**src/rtl/data_bus_arbiter.sv**
```systemverilog
// Two-master arbiter for the shared data bus. The bus parks on the CPU (master 0).
// Master 1 gets bounded locked bursts and a starvation escape over master 0.
//
// state  | meaning
// OWN_M0 | CPU owns the bus; also the park state when nobody asks
// OWN_M1 | DMA / boot-loader port owns the bus
module data_bus_arbiter #(
    parameter int AW         = 32,
    parameter int DW         = 32,
    parameter int STARVE_MAX = 15,
    parameter int MAX_BURST  = 8
) (
    input  logic            clk,
    input  logic            reset,
    input  logic [1:0]      m_req,
    input  logic [1:0]      m_wr,
    input  logic [1:0]      m_lock,
    input  logic [2*AW-1:0] m_addr,
    input  logic [2*DW-1:0] m_wdata,
    output logic [1:0]      m_gnt,
    output logic [1:0]      m_ack,
    output logic [DW-1:0]   m_rdata,
    output logic            bus_rd,
    output logic            bus_wr,
    output logic [AW-1:0]   bus_addr,
    output logic [DW-1:0]   bus_wdata,
    input  logic [DW-1:0]   bus_rdata
);

    typedef enum logic {OWN_M0 = 1'b0, OWN_M1 = 1'b1} owner_t;

    localparam int SW = (STARVE_MAX > 0) ? $clog2(STARVE_MAX + 1) : 1;
    localparam int BW = (MAX_BURST > 1) ? $clog2(MAX_BURST) : 1;
    localparam logic [SW-1:0] STARVE_INIT = SW'(STARVE_MAX);
    localparam logic [BW-1:0] BEAT_INIT   = BW'(MAX_BURST - 1);

    owner_t        state_q, state_d;
    logic [SW-1:0] starve_left_q, starve_left_d;
    logic [BW-1:0] beats_left_q, beats_left_d;
    logic [1:0]    gnt;
    logic          own1, xfer, other_req, lock_own, wr_own;
    logic          burst_tc, starved;

    assign own1      = (state_q == OWN_M1);
    assign xfer      = m_req[own1];
    assign other_req = m_req[~own1];
    assign lock_own  = m_lock[own1];
    assign wr_own    = m_wr[own1];
    assign burst_tc  = (beats_left_q == '0);
    // The starvation escape only counts while master 1 is actually waiting,
    // so a starved master 1 wins exactly one arbitration, not two.
    assign starved   = ~own1 & (starve_left_q == '0);

    always_ff @(posedge clk) begin
        if (reset) begin
            state_q <= OWN_M0;
        end else begin
            state_q <= state_d;
        end
    end

    always_comb begin
        state_d = OWN_M0;
        if (lock_own && xfer && (!burst_tc || !other_req)) begin
            state_d = state_q;
        end else if (m_req[1] && (!m_req[0] || starved)) begin
            state_d = OWN_M1;
        end
    end

    always_comb begin
        gnt    = own1 ? 2'b10 : 2'b01;
        m_gnt  = 2'b01;
        m_ack  = 2'b00;
        bus_rd = 1'b0;
        bus_wr = 1'b0;
        if (!reset) begin
            m_gnt  = gnt;
            m_ack  = m_req & gnt;
            bus_rd = xfer & ~wr_own;
            bus_wr = xfer & wr_own;
        end
    end

    assign bus_addr  = own1 ? m_addr[2*AW-1:AW]  : m_addr[AW-1:0];
    assign bus_wdata = own1 ? m_wdata[2*DW-1:DW] : m_wdata[DW-1:0];
    assign m_rdata   = bus_rdata;

    // Both timers count down to a terminal count of zero.
    always_comb begin
        starve_left_d = starve_left_q;
        if (!m_req[1] || own1) begin
            starve_left_d = STARVE_INIT;
        end else if (!starved) begin
            starve_left_d = starve_left_q - SW'(1);
        end

        beats_left_d = beats_left_q;
        if (state_d != state_q) begin
            beats_left_d = BEAT_INIT;
        end else if (xfer && lock_own) begin
            if (!burst_tc) begin
                beats_left_d = beats_left_q - BW'(1);
            end
        end else if (xfer) begin
            beats_left_d = BEAT_INIT;
        end
    end

    always_ff @(posedge clk) begin
        if (reset) begin
            starve_left_q <= STARVE_INIT;
            beats_left_q  <= BEAT_INIT;
        end else begin
            starve_left_q <= starve_left_d;
            beats_left_q  <= beats_left_d;
        end
    end

endmodule

```
**config.mk**
```make
export PLATFORM = sky130hd
export DESIGN_NAME = data_bus_arbiter
export DESIGN_NICKNAME = d
export VERILOG_FILES = /design/src/rtl/data_bus_arbiter.sv
export SDC_FILE = /design/constraint.sdc
export NUM_CORES = 1
export LEC_CHECK = 0
export CAP_MARGIN = 40
export CORE_AREA = 2 2 105 107
export DETAILED_ROUTE_END_ITERATION = 6
export DIE_AREA = 0 0 107 109
export PLACE_DENSITY_LB_ADDON = 0.25
export SLEW_MARGIN = 25
export SYNTH_ARGS = -nofsm -noshare
export SYNTH_HDL_FRONTEND = slang
export SYNTH_SLANG_ARGS = --single-unit
```
**constraint.sdc**
```tcl
create_clock -name clk -period 4.48 [get_ports clk]
set_input_delay 0.672 -clock clk [delete_from_list [all_inputs] [get_ports clk]]
set_output_delay 0.672 -clock clk [all_outputs]
set_load 0.03 [all_outputs]
```
==> impl.org, run 1 <==
** STA
- In the final timing run, aggregate negative setup slack is 0 ns.
- For the final database, setup skew stands at ~0.0080 ns.
- Setup repair after global routing missed its margin :: no
- Derived from the worst setup path, the maximum achievable clock frequency is ~0.32 GHz.
- Number of slew-limit violations in the final report :: 0
- Hold Slack :: a little over 0.5 ns
- Setup violations remaining at the end of the flow were counted as 0.
- The final critical path takes up roughly 70% of the cycle.
- The number of hold-slack violations in the final timing report came to 0.
- Clock period minus worst slack :: approximately 3.2 ns
- At the pin with the least slew margin, the transition time is between 0.4 and 0.5 ns.
- Worst slew margin :: about two thirds

** Clock network
- Number of setup buffers added after CTS :: 0
- TritonCTS built the clock tree.
- After clock tree synthesis, the clock-pin slew on the worst setup and hold paths is 0.05 ns.
- The tree built by TritonCTS fans out to 8 sinks.
- Buffer depth of the longest clock path :: 2
- CTS built an H-tree with a depth of 1.
- Post-CTS repair changed the size of 0 cells.
- Latest clock arrival within the worst-skew pair :: ~0.24 ns
- TritonCTS created 3 clock buffers.
- Clock Tree Root :: clkbuf_8
- In this run, post-CTS hold repair placed 0 buffers.

** Floorplan
- The die is 107 µm wide.
- FP Rows :: 38
- Number of placed I/O pins :: between 200 and 300
- Floorplan core area :: between 10000 and 15000 µm²
- For this configuration, the core starts out at a cell density of between 10 and 15%.
- Y dimension of the die :: approximately 110 µm
- DIE AREA :: approximately 12000 µm²

** Power and ir drop
- Across the VDD grid, the largest voltage drop is 0.104 mV.
- Reported leakage power :: between 1 and 1.5 nW
- Power spread over the standard cell area amounts to 155 nW/µm².

** Setup path
- End of the worst register-to-register path :: beats_left_q[1]
- On the worst path, the slowest cell contributes a delay of ~0.64 ns.
- Crit end category :: output port
- For flop-to-flop paths, the worst setup slack is approximately 2.5 ns.
- Startpoint type of the worst setup path :: register
- Critical path data arrival time :: 2.50 ns
- Crit-path max FO :: between 40 and 50
- The worst setup path is of the register to output port kind.
- The worst register-to-register path begins at own1.
- The slowest stage of the critical path belongs to the cell dfxtp_4.
- CP required :: approximately 3.8 ns
- CP top delay family :: buffers and inverters
- Worst Reg2Reg Path Length in Cells :: 5
- Together, buffers and inverters on the worst path number 2.
- The critical path goes through buf_12 > nand2b_1 > a21boi_1 > nor3b_1 > clkdlybuf4s50_1.

** Final layout
- Fill count :: about 1100
- In the final layout, the share of cells above drive strength 1 is between 20% and 30%.
- Final-stage net count :: between 500 and 600
- Final instance area :: around 3600 µm²
- Syn-to-layout area delta :: 128%
- Final std cells w/o fill :: between 400 and 500
- Antenna Diode Count :: 0

** Routing
- Via count :: between 1500 and 2000
- Wire per inst :: roughly 13 µm
- Antenna-violating nets left :: 0
- Wire segments on met2 add up to between 3000 and 4000 µm in the final route.
- Wire length the detailed router placed on met1 :: 2130 µm
- Detailed-routing iteration count for the pre-antenna-repair pass :: 4
- In the routed design, unresolved DRC markers number 0.
- The routed design has around 6300 µm of wire.
- Number of design-rule violations left by the first detailed-router iteration :: 43
- Using the TritonRoute via totals, the vias-per-cell ratio works out to roughly 4.
- Uppermost metal layer occupied by signal nets :: met4
- Met3 routed wirelength :: roughly 840 µm

** Synth
- Summed over its instances, the top area cell type makes up 46.0% of the synthesized netlist area.
- After synthesis the cells add up to 1570 µm².
- Syn Inst Count :: 170
- Count of synthesis-stage warnings from yosys :: 0
- Main synth FF type :: dfxtp_1
- Among all cell types in the netlist, the one instantiated most often is mux2_2.
- In this run, synthesis produced a sequential element count of 8.
- Post-Syn Nets :: approximately 340
- Count of flip-flops with a built-in enable after synthesis :: 0
- In this run the mean area of a mapped cell was around 9.2 µm².
- The netlist uses 32 different library cells.
- Area contributors post-synth :: mux2_2 46%, buf_4 15%, dfxtp_1 10%, ha_1 3.2%, buf_2 2.2%
- Library cell occupying the most area in the post-synthesis netlist :: mux2_2
- The share of the Yosys chip area taken by registers is 10.2%.
- Share of flip-flops with an asynchronous set or reset :: 0%
- Most used standard cells in the synthesized netlist :: 64 x mux2_2, 32 x buf_4, 8 x dfxtp_1

** Place
- Number of buffers inserted by port buffering :: ~200
- In this run the cell area measured after placement is ~3500 µm².
- The congestion estimate from routability-driven global placement came to ~0.65.
- After detailed placement, the design holds a cell count of between 400 and 500.
- Detailed placement finished with a half-perimeter wire length of about 5400 µm.

** Global routing
- Gr usage total :: 9.41%
- The first global-routing pass estimated slightly below 9000 µm of wire.
- Via count of the first global-routing pass :: 1831
- Summed over all layers, the global routing overflow is 0.
- Entering global routing, the biggest net connects 43 pins.
- The initial antenna violation count was 0.

** Worst hold path
- Worst Min Path Start :: beats_left_q[0]
- In this run the worst hold path is classified as register to register.
- Worst hold path stage count :: 1
- Endpoint of the worst hold-timing path :: beats_left_q[0]

** Run
- The tool flagged a number of max-cap violations equal to 0.

** Run status
- Outcome :: finished, final reports clean
[per-stage QoR]
| stage | worst slack [ns] | power, mW | utilization [%] |
|---|---|---|---|
| after floorplan | 2.14 | 0.305 | - |
| after global placement | 1.34 | 0.461 | 33.1 |
| after detailed placement | 1.37 | 0.465 | 33.3 |
| after CTS | 1.22 | 0.566 | 33.7 |
| after global routing | 1.10 | 0.586 | 33.7 |
| final | 1.31 | 0.555 | 33.7 |
[metal layers]
layer / vias to the layer above / track usage (%)
li1: 913 / -
met3: 7 / 3.53
met2: 134 / 17.9
met4: 0 / 2.50
met5: - / 0
met1: 831 / 9.65
[area by class of cell]
class	count	area [µm²]	area share [%]
Timing Repair Buffer	206	2070	57.9
Multi-Input combinational cell	115	1090	30.6
Tap cell	140	175	4.90
Sequential cell	8	164	4.58
Clock buffer	4	45.0	1.26
Inverter	7	26.3	0.735
[cells in the final DEF, fill, tap and decap left out, drive strengths merged, types with 4 or more instances in the layout]
cell           instances
clkdlybuf4s50        205
nor2                   6
dfxtp                  8
mux2                  64
ha                     4
a21oi                  4
inv                    7
clkbuf                 4
o21ai                  7
[kinds of logic (layout without fill, tap and decap cells)]
kind of cell	count (synthesis)	after routing	share of synthesized area, %
buffers and inverters	47	217	20.0
muxes	67	67	47.9
AOI/OAI and AO/OA	17	17	7.35
adders and majority gates	4	4	3.20
DFF	8	8	10.2
and+or+nand+nor	25	25	10.2
xor gates and xnor gates	2	2	1.12
[sequential cells by signal (all words and copies together), names as in the netlist]
name	count
beats_left_q	3
starve_left_q	4
own1	1
[where the power goes]
part | switching, mW | internal [mW]
Sequential | 0.00676 | 0.0735
Combinational | 0.156 | 0.224
Clock | 0.0331 | 0.0621
Total | 0.196 | 0.359
[worst max path at each step]
| stage | from | end | slack [ns] | cells past startpoint |
|---|---|---|---|---|
| after CTS | own1 | bus_rd | 1.22 | 5 |
| after floorplan | m_req[0] | bus_rd | 2.14 | 3 |
| after global placement | m_req[0] | bus_rd | 1.34 | 5 |
| final | own1 | bus_rd | 1.31 | 5 |
| after global routing | own1 | bus_rd | 1.10 | 5 |
| after detailed placement | m_req[0] | bus_rd | 1.37 | 5 |
(Power assumes the default switching activity.)
==> inputs of run 2 (changes only) <==
Settings changed: CORE_AREA 2 2 105 107 to 2 2 104 106, DIE_AREA 0 0 107 109 to 0 0 106 108.
Clock period 4.48 ns to 3.16 ns, I/O delays scaled along.
==> impl.org, run 2 (synthesis gave the netlist of run 1 again) <==
** Setup path
- The critical path is of the input pin to output port type.
- Critical path data arrival time :: approximately 2.3 ns
- Worst reg-to-reg setup slack :: between 1 and 1.5 ns
- Launching point of the worst reg2reg path :: own1
- Data on the critical path is required at its endpoint by between 2 and 3 ns.
- Crit end category :: output port
- By instance count, the cell type seen most on the critical path is clkdlybuf4s50_1.
- On the critical path, the stage with the largest delay is an instance of clkdlybuf4s50_1.
- Startpoint type of the worst setup path :: input pin
- For this run, the slowest stage of the critical path takes 0.71 ns.
- End of the worst register-to-register path :: beats_left_q[0]
- CP Cell Sequence :: clkdlybuf4s50_1 > nand2b_1 > a21boi_1 > nor3b_1 > clkdlybuf4s50_1
- Crit-path max FO :: 6
- The number of cells on the worst reg-to-reg path is 5.

** Worst hold path
- Counting instances, the worst hold path has a depth of 2.
- Worst Min Path Start :: beats_left_q[0]
- Endpoint of the worst hold-timing path :: beats_left_q[0]
- Worst min-delay path class :: register to register

** STA
- Slew at the pin closest to its max-slew limit :: approximately 0.49 ns
- The final number of max-transition violations is 0.
- Static timing analysis puts the maximum clock frequency at 0.364 GHz.
- For the final routed database, the setup TNS stands at 0 ns.
- Across all hold checks on the routed design, the worst slack comes to between 0.5 and 0.6 ns.
- The number of hold-slack violations in the final timing report was 0.
- Subtracting the final worst setup slack from the clock period gives 2.75 ns.
- Setup repair after global routing left no endpoint under its margin.
- Final period utilization :: between 80 and 90%
- The clock arrives with 0.00357 ns of skew.
- Setup violations remaining at the end of the flow were counted as 0.
- Across all setup checks in the final design, the least slack found is about 0.41 ns.
- Worst slew margin :: about two thirds

** Place
- Timing analysis after detailed placement gives a worst setup slack of between 0.3 and 0.4 ns.
- The count of buffers added on input and output ports is between 200 and 250.
- Detailed placement HPWL :: 5870 µm
- Routability-driven placement finished with a final weighted congestion of ~0.77.
- Total cell area at the placement stage :: around 3500 µm²

** Routing
- Wire per inst :: between 10 and 15 µm
- The first detailed-routing pass ran for 4 iterations.
- The final layout contains routed wiring with a total length of slightly below 7000 µm.
- Via count :: around 1900
- Post-detailed-route DRC marker count :: 0
- Number of design-rule violations left by the first detailed-router iteration :: 37
- Antenna-violating nets left :: 0
- Using the TritonRoute via totals, the vias-per-cell ratio works out to roughly 4.

** Global routing
- For this run the aggregate overflow at the end of global routing stands at 0.
- The initial antenna violation count came to 1.
- Layer carrying the most global-route usage :: met2
- Entering global routing, the biggest net connects 43 pins.
- Global routing used ~20% of the available met2 tracks.
- Met1 track utilization from global routing :: approximately 11%
- Met3 usage :: roughly 3.6%
- The via count of the first global-routing pass was 1896.
- Gr usage total :: about a tenth
- First-pass GRT wire length :: about 9600 µm

** Clock network
- Hold-fix buffers, CTS :: 0
- Clock latency on the worst-skew pair, taken at its later pin, is about 0.23 ns.
- No sink is reached through more buffers than the 2 on the longest clock path.
- Post-cts resize count :: 0
- Clock Tree Root :: clkbuf_8
- TritonCTS built the clock tree.
- Total CTS buffers :: 3
- In this run the number of H-tree levels came out at 1.
- Number of setup buffers added after CTS :: 0
- CTS saw 8 sinks.
- Clock-pin slew reported for the worst setup and hold paths after clock tree synthesis :: ~0.040 ns

** Final layout
- More flip-flops sit in one register than any other, and that register is starve_left_q.
- Most common library cell in the layout ignoring fill and taps :: clkdlybuf4s50_1
- Ratio of cells with drive above 1 in the final layout :: between 20% and 30%
- 0 antenna diodes ended up in the layout.
- In the final design database the tool counted ~510 nets.
- Most frequent cells in the layout :: 205 x clkdlybuf4s50_1, 64 x mux2_2, 7 x inv_1, 7 x dfxtp_1
- Summing all non-filler instances in the final layout gives an area of around 3600 µm².
- Flip-flop count of the largest register after layout :: 4
- Syn-to-layout area delta :: 128%

** Floorplan
- The die is 108 µm tall.
- Effective utilization at floorplan :: 15.3%
- For this design the top-level I/O count stands at 270.
- The floorplan has 37 rows.
- Overall die width :: ~110 µm
- The region available for standard cell placement spans between 10000 and 15000 µm².
- The die covers 11400 µm².

** Run
- Across the run, the number of max-cap violations was 0.

** Power and ir drop
- In this run the power density over the cells is roughly 220 nW/µm².
- Highest ir drop seen on vdd :: 0.115 mV
- For this design the static power due to leakage is between 1 and 1.5 nW.

** Run status
- Outcome :: finished, final reports clean
==> run 2: worst max path at each step <==
| stage | from | end | slack (ns) | depth (start not counted) |
|---|---|---|---|---|
| 2_1_floorplan | own1 | bus_rd | 1.14 | 3 |
| 3_3_place_gp | m_req[0] | bus_rd | 0.39 | 5 |
| 3_5_place_dp | m_req[0] | bus_rd | 0.38 | 5 |
| 4_1_cts | m_req[0] | bus_rd | 0.37 | 5 |
| 5_1_grt | m_req[1] | bus_rd | 0.28 | 4 |
| 6_report | m_req[0] | bus_rd | 0.41 | 5 |
==> run 2: metrics by stage <==
stage	util, %	cells	total power, mW
2_1_floorplan	-	170	0.433
3_3_place_gp	34.5	472	0.657
3_5_place_dp	34.5	472	0.660
4_1_cts	34.9	476	0.797
5_1_grt	34.9	476	0.823
6_report	34.9	476	0.786
==> run 2: area by class of cell <==
cell class	count	area (µm²)
multi-input cells	115	1090
fillers	1049	6660
clock buffers	4	45.0
well taps	136	170
inverters	7	26.3
repair buffers	206	2070
flip-flops and latches	8	164
==> run 2: layer usage <==
layer / share of wire (%) / wire [µm] / vias up
met5: 0 / 0 / -
met4: 0.71 / 48 / 0
met3: 11 / 748 / 12
met2: 53 / 3630 / 129
met1: 35 / 2380 / 842
li1: - / - / 914
==> run 2: where the power goes <==
group | total (mW) | internal [mW] | switching, mW
clock network | 0.131 | 0.0878 | 0.0437
logic | 0.541 | 0.318 | 0.223
registers | 0.114 | 0.104 | 0.00966
==> run 2: worst max-delay path: cells and delay by family <==
family | cells | cell delay, ns
AOI/OAI and AO/OA | 1 | 0.20
buffers and inverters | 2 | 1.24
and+or+nand+nor | 2 | 0.36
==> inputs of run 3 (changes only) <==
Settings changed: ABC_CLOCK_PERIOD_IN_PS set to 3160.
==> results of run 3 <==
Same layout as run 2: the final DEF is identical, and so are final timing and power.
